--- src/rtl/sched_pkg.sv ---
// Shared types and index helpers for the FIFO pop scheduler.
package sched_pkg;

   typedef enum logic {
      IDLE  = 1'b0,
      GRANT = 1'b1
   } sched_state_t;

   // Increment modulo n. The result is never rounded up to a power of two.
   function automatic int unsigned wrap_inc(input int unsigned idx, input int unsigned n);
      return (idx + 32'd1 >= n) ? 32'd0 : idx + 32'd1;
   endfunction

endpackage

--- src/rtl/rr_pick.sv ---
// Combinational round-robin pick: the first set bit of req at or after ptr,
// wrapping modulo NUM_REQS.
module rr_pick #(
   parameter int NUM_REQS = 4,
   parameter int IDXW     = $clog2(NUM_REQS)
) (
   input  logic [NUM_REQS-1:0] req,
   input  logic [IDXW-1:0]     ptr,
   output logic                found,
   output logic [IDXW-1:0]     idx
);

   logic [IDXW-1:0] cand      [NUM_REQS];
   logic [IDXW-1:0] idx_chain [NUM_REQS+1];
   logic [NUM_REQS-1:0] hit;

   assign idx_chain[NUM_REQS] = '0;

   genvar gi;
   generate
      for (gi = 0; gi < NUM_REQS; gi++) begin : g_cand
         logic [IDXW:0] sum;
         assign sum = {1'b0, ptr} + (IDXW+1)'(gi);
         assign cand[gi] = (sum >= (IDXW+1)'(NUM_REQS)) ?
                           IDXW'(sum - (IDXW+1)'(NUM_REQS)) : sum[IDXW-1:0];
         assign hit[gi] = req[cand[gi]];
         // Lower search offsets take precedence over higher ones.
         assign idx_chain[gi] = hit[gi] ? cand[gi] : idx_chain[gi+1];
      end
   endgenerate

   assign found = |req;
   assign idx   = idx_chain[0];

endmodule

--- src/rtl/fifo_pop_scheduler.sv ---
// Round-robin burst pop scheduler from NUM_REQS show-ahead FIFOs onto one
// registered valid/ready port. Define SCHED_STATS_EN to add per-FIFO pop counters.
module fifo_pop_scheduler
   import sched_pkg::*;
#(
   parameter int NUM_REQS = 4,
   parameter int WIDTH    = 8,
   parameter int BURST    = 4,
   parameter int IDXW     = $clog2(NUM_REQS),
   parameter int STATW    = 16
) (
   input  logic                      clk,
   input  logic                      rst,
   input  logic [NUM_REQS-1:0]       empty,
   input  logic [NUM_REQS*WIDTH-1:0] flat_head,
   input  logic                      blk,
   output logic [NUM_REQS-1:0]       pop,
   output logic                      out_vld,
   input  logic                      out_rdy,
   output logic [WIDTH-1:0]          out_data,
   output logic [IDXW-1:0]           out_src
`ifdef SCHED_STATS_EN
   ,
   output logic [NUM_REQS*STATW-1:0] flat_pop_cnt
`endif
);

   localparam int BCW = $clog2(BURST + 1);

   sched_state_t    state_reg, state_next;
   logic [IDXW-1:0] ptr_reg, ptr_next;
   logic [IDXW-1:0] cur_reg, cur_next;
   logic [BCW-1:0]  bcnt_reg, bcnt_next, bcnt_inc;
   logic [IDXW-1:0] sel;
   logic [IDXW-1:0] pick_idx;
   logic            pick_found;
   logic            pop_fire;
   logic            can_load;
   logic            go;

   logic [WIDTH-1:0] head [NUM_REQS];

   genvar gi;
   generate
      for (gi = 0; gi < NUM_REQS; gi++) begin : g_head
         assign head[gi] = flat_head[gi*WIDTH +: WIDTH];
      end
   endgenerate

   rr_pick #(
      .NUM_REQS (NUM_REQS),
      .IDXW     (IDXW)
   ) u_pick (
      .req   (~empty),
      .ptr   (ptr_reg),
      .found (pick_found),
      .idx   (pick_idx)
   );

   // The output register frees up in the same cycle it drains, so pops can
   // stream back to back while the consumer keeps out_rdy high.
   assign can_load = ~out_vld | out_rdy;
   assign go       = can_load & ~blk & rst;
   assign bcnt_inc = bcnt_reg + 1'b1;

   always_comb begin
      state_next = state_reg;
      ptr_next   = ptr_reg;
      cur_next   = cur_reg;
      bcnt_next  = bcnt_reg;
      pop_fire   = 1'b0;
      sel        = cur_reg;
      if (go) begin
         case (state_reg)
            IDLE: begin
               if (pick_found) begin
                  pop_fire  = 1'b1;
                  sel       = pick_idx;
                  cur_next  = pick_idx;
                  bcnt_next = BCW'(1);
                  if (BURST == 1) begin
                     ptr_next = IDXW'(wrap_inc(32'(pick_idx), NUM_REQS));
                  end else begin
                     state_next = GRANT;
                  end
               end
            end
            GRANT: begin
               if (!empty[cur_reg]) begin
                  pop_fire  = 1'b1;
                  bcnt_next = bcnt_inc;
                  if (bcnt_inc == BCW'(BURST)) begin
                     state_next = IDLE;
                     ptr_next   = IDXW'(wrap_inc(32'(cur_reg), NUM_REQS));
                  end
               end else begin
                  // Owner ran dry early: give up the grant, costing one bubble.
                  state_next = IDLE;
                  ptr_next   = IDXW'(wrap_inc(32'(cur_reg), NUM_REQS));
               end
            end
            default: state_next = IDLE;
         endcase
      end
   end

   generate
      for (gi = 0; gi < NUM_REQS; gi++) begin : g_pop
         assign pop[gi] = pop_fire & (sel == IDXW'(gi));
      end
   endgenerate

   always_ff @(posedge clk or negedge rst) begin
      if (!rst) begin
         state_reg <= IDLE;
         ptr_reg   <= '0;
         cur_reg   <= '0;
         bcnt_reg  <= '0;
      end else begin
         state_reg <= state_next;
         ptr_reg   <= ptr_next;
         cur_reg   <= cur_next;
         bcnt_reg  <= bcnt_next;
      end
   end

   always_ff @(posedge clk or negedge rst) begin
      if (!rst) begin
         out_vld  <= 1'b0;
         out_data <= '0;
         out_src  <= '0;
      end else if (pop_fire) begin
         out_vld  <= 1'b1;
         out_data <= head[sel];
         out_src  <= sel;
      end else if (out_rdy) begin
         out_vld  <= 1'b0;
      end
   end

`ifdef SCHED_STATS_EN
   generate
      for (gi = 0; gi < NUM_REQS; gi++) begin : g_stats
         logic [STATW-1:0] cnt_reg;
         always_ff @(posedge clk or negedge rst) begin
            if (!rst) begin
               cnt_reg <= '0;
            end else if (pop[gi] && (cnt_reg != '1)) begin
               cnt_reg <= cnt_reg + 1'b1;
            end
         end
         assign flat_pop_cnt[gi*STATW +: STATW] = cnt_reg;
      end
   endgenerate
`endif

endmodule

--- config.mk ---
export PLATFORM = sky130hd
export DESIGN_NAME = fifo_pop_scheduler
export DESIGN_NICKNAME = d
export VERILOG_FILES = /design/src/rtl/sched_pkg.sv /design/src/rtl/rr_pick.sv /design/src/rtl/fifo_pop_scheduler.sv
export SDC_FILE = /design/constraint.sdc
export NUM_CORES = 1
export LEC_CHECK = 0
export ABC_AREA = 1
export BUFFER_PORTS_ARGS = -buffer_cell sky130_fd_sc_hd__buf_2
export CAP_MARGIN = 25
export CORE_AREA = 10 10 82 56
export CTS_CLUSTER_SIZE = 24
export DETAILED_ROUTE_END_ITERATION = 6
export DIE_AREA = 0 0 92 66
export MAX_ROUTING_LAYER = met4
export PLACE_DENSITY = 0.84
export SLEW_MARGIN = 20
export SYNTH_ARGS = -nofsm -noshare
export SYNTH_HDL_FRONTEND = slang
export SYNTH_SLANG_ARGS = --single-unit
--- constraint.sdc ---
create_clock -name clk -period 5.31 [get_ports clk]
set_clock_uncertainty 0.2 [all_clocks]
set_input_delay 0.7965 -clock clk [delete_from_list [all_inputs] [get_ports clk]]
set_output_delay 0.7965 -clock clk [all_outputs]
set_load 0.005 [all_outputs]
# Word-level counts from Yosys, hierarchy flattened
# Cells that the tools add are included.
# totals
latch_bits	0
mem_bits_rw	0
in_bits	40
n_memories	0
mem_bits_ro	0
ff_bits	19
output_inout_bits	15
# classes
n_shift	0
eq_ne	6
n_bitwise	12
muxes	39
n_reduce_logical	6
mul	0
order_cmp	11
div	0
add_sub_neg	9
# ops
operator	count
2-bit two-way mux	14
8-bit binary-select mux with 2-bit select	1
8-bit two-way mux	2
3-bit >= comparator (second input constant)	5
2-bit by 3-bit less-than comparator with 1-bit output (second input constant)	5
1-bit two-way mux	12
1-bit binary-select mux with 2-bit select	5
2-bit by 1-bit subtractor with 2-bit output (second input constant)	4
2-bit by 1-bit adder with 3-bit output (second input constant)	2
2-bit by 2-bit adder with 3-bit output (second input constant)	2
1-bit bitwise AND	6
3-bit two-way mux	2
3-bit case mux with 2 select lines	1
3-bit AND reduction	2
2-bit == test (second input constant)	2
2-bit != test (second input constant)	2
4-bit inverter	1
1-bit case mux with 2 select lines	2
2-bit nonzero test	2
4-bit OR reduction	1
3-bit by 1-bit adder with 3-bit output (second input constant)	1
3-bit == test (second input constant)	1
2-bit by 3-bit >= comparator with 1-bit output (second input constant)	1
1-bit inverter	3
other kinds (4)	4

# Longest topological paths before layout
# depth
ltp_word	16
depth_mapped	17
ltp_nobuf	15

# Cells and area by module
# A second synthesis with hierarchy kept.
# hier_totals
cells_unflattened	241
hier_area_um2	1587.8
# by_module_without_submodules
mod	n_inst	seq_area_each_um2	area_each_um2	cells_each
fifo_pop_scheduler	1	475.5	1398.8	195
rr_pick	1	0.0	188.9	46

# Least setup slack after synthesis
# Ideal clock, no wire load.
# synth_path
kind	in2out
startpoint	input rst
endpoint	output pop[1]
t_arrival_ns	1.865
path_stages	13
slack_ns	2.449
t_required_ns	4.313
cell_sequence	inv_1 > nor2_1 > nand2_1 > inv_2 > nand2_4 > nor2_4 > inv_2 > nand2_4 > nand2_8 > buf_12 > inv_2 > nand2_1 > nor2_1
# synth_between
elab_chain_cells	4
# synth_rtl
item	line_no	text
from (decl)	fifo_pop_scheduler.sv:13	input logic rst,
1-bit bitwise AND (*)	fifo_pop_scheduler.sv:63	assign go = can_load & ~blk & rst;
2-bit two-way mux	--	
2-bit by 1-bit == test with 1-bit output	fifo_pop_scheduler.sv:109	assign pop[gi] = pop_fire & (sel == IDXW'(gi));
1-bit bitwise AND (*)	fifo_pop_scheduler.sv:109	
to (decl)	fifo_pop_scheduler.sv:17	output logic [NUM_REQS-1:0] pop,
# Mark *: on every way between the ends. The rest lies on a longest branch, timed or not.

# Worst setup path after layout
# Ends and elaborated chain as after synthesis.

==> out/metrics.cfg <==
[status]
status=finished, final reports clean

[synth]
ys_seq_elements=19
syn-num-nets=283
synth_edf_count=0
syn_inst=240
synth_top_cell_by_area=dfrtp_1
ys_seq_area_frac=0.2888
synth_cell_types=28
synth_area_um2=1647
async_reset_ff_frac=1.000
yosys_warnings=0
synth_top_area_share=0.2888
synth_flop_cell=dfrtp_1
synth.area.top_cells=dfrtp_1 29%, nand2_1 19%, nand3_1 10%
avgSynthCellArea_um2=6.861

[floorplan]
fp.dieW_um=92
core_um2=3123
dieArea_um2=6072
start_util=0.5272
rows=16
dieHeight_um=66
io-pin-count=55

[finish]
diodes=0
final_common_cell=nand2_1
syn2layout_area_growth_pct=17.02
drive_above_1_share=0.3127
final_cells=336
final_cell_area_um2=1927
final_util=0.6170
largest_reg_flops=8
nets=335
layout_common_cells=82 x nand2_1, 54 x buf_2, 42 x inv_1, 34 x nand3_1, 19 x dfrtp_1

[clock_tree]
clk_pin_slew_ps=70
cts_root_buffer=clkbuf_8
post_cts_buffers=0
cts_tree=yes
clock_tree.buffer_depth=2
clock-sinks=19
cts_hold_buf=0
htreeDepth=1
clk_latency_ps=250
ctsResizeCount=0
cts_inserted_buffers=3

[critical_path]
worstSetupPathType=in -> out
crit_required_ps=4310
r2r_setup_slack_ps=3040
crit_path_end_kind=output port
critPathMaxStageDelay_ps=350
path_common_cell=inv_2
rr_worst_depth=13
path_max_fanout=20
cp.arrival_ps=2600
path_cells=buf_2, inv_1, nor2_1, nand2_1, inv_2, nand2_4, nor2_4, inv_2, nand2_4, nand2_8, inv_2, nand2_1, nor2_1, buf_2
worstSetupStartpointType=input pin
slowest_stage=buf_2

[routing]
num_vias=1608
antenna_left=0
route.detailed.drc=0
drt_iter0_markers=95
routedWlPerCell_um=12.15
dr.pass1.iters=5
drt_wl_total_mm=4.083
routed_via_density=4.786

[place]
hpwl_mm=3.394
placed_cell_area_um2=1881
portBuffers=54
dpl.cell_count=332
gp_congestion=0.9846

[sta]
slew_headroom=0.7097
setup_viol=0
post-route-period-util=0.6769
fin_crit_ps=3595
drv_slew=0
finalHoldViolCount=0
rsz0062_at_grt=false
tns_ps=0
max_freq_ghz=0.2782
worst_pin_slew_ps=434.5
hold_ws_ps=269.4

[global_route]
grt_antenna_before_repair=0
track_usage=0.1353
grt.overflow.total=0
grt_pass1_vias=1468
grt_pass1_wl_mm=6.720
grt_max_degree=21

[power]
p_per_area_nw_per_um2=489.1
vdd_ir_drop_max_mv=0.1527
p_leak_nw=1.183

[hold_path]
hold_class=in -> async

[run]
cap_viol_max_count=0

report_power, final:
group,switching [mW],internal [mW]
registers,0.0626,0.211
clock network,0.0446,0.0520
logic,0.360,0.213
kinds of logic after synthesis:
family | synth area share
buf+inv | 0.1664
compound gates | 0.05016
flops | 0.2888
fa+ha+maj | 0.02280
simple gates | 0.4666
xor+xnor | 0.005320
path summary, 6_finish.rpt:
kind | from | to
max reg2reg | ptr_reg[0] | out_data[7]
min in group clk | out_data[6] | out_data[6]
min reg2reg | out_data[6] | out_data[6]
max in group asynchronous | rst | out_data[1]
min | rst | bcnt_reg[0]
max | rst | pop[1]
per-stage QoR:
stage          worst slack, ps  total power, mW
2_1_floorplan             2449           0.7420
3_3_place_gp              1774           0.8339
5_1_grt                   1494            1.039
4_1_cts                   1697           0.9459
6_report                  1715           0.9423
3_5_place_dp              1697           0.8455
Yosys cell counts, types with 2 or more instances:
cell type,instances
buf_6,4
dfrtp_1,19
nand3_2,9
a21oi_1,3
nand2_1,82
nand3_1,34
inv_1,42
inv_2,4
ha_1,3
nor2_1,9
o21ai_0,2
nand2_2,11
nand2_4,2
clkbuf_8,2
worst max-delay path, delay by kind of cell:
kind                   cells  cell delay, ps
and+or+nand+nor            8             960
buffers and inverters      6             830
final cells by class:
class                      instances  area [µm²]
fill                             305        1196
multi-input combinational        167       897.1
sequential                        19       475.5
timing repair buffer              54       270.3
inverter                          47       181.4
tap                               45       56.30
clock buffer                       3       41.29
clock inverter                     1       5.005
routing by layer:
| layer | GRT usage | vias up | part of all wire |
|---|---|---|---|
| li1 | - | 837 | - |
| met1 | 0.1965 | 687 | 0.52 |
| met2 | 0.1807 | 78 | 0.40 |
| met3 | 0.02494 | 6 | 0.072 |
| met4 | 0.04215 | 0 | 0.0086 |
| met5 | - | - | 0 |
(Power assumes the default switching activity.)
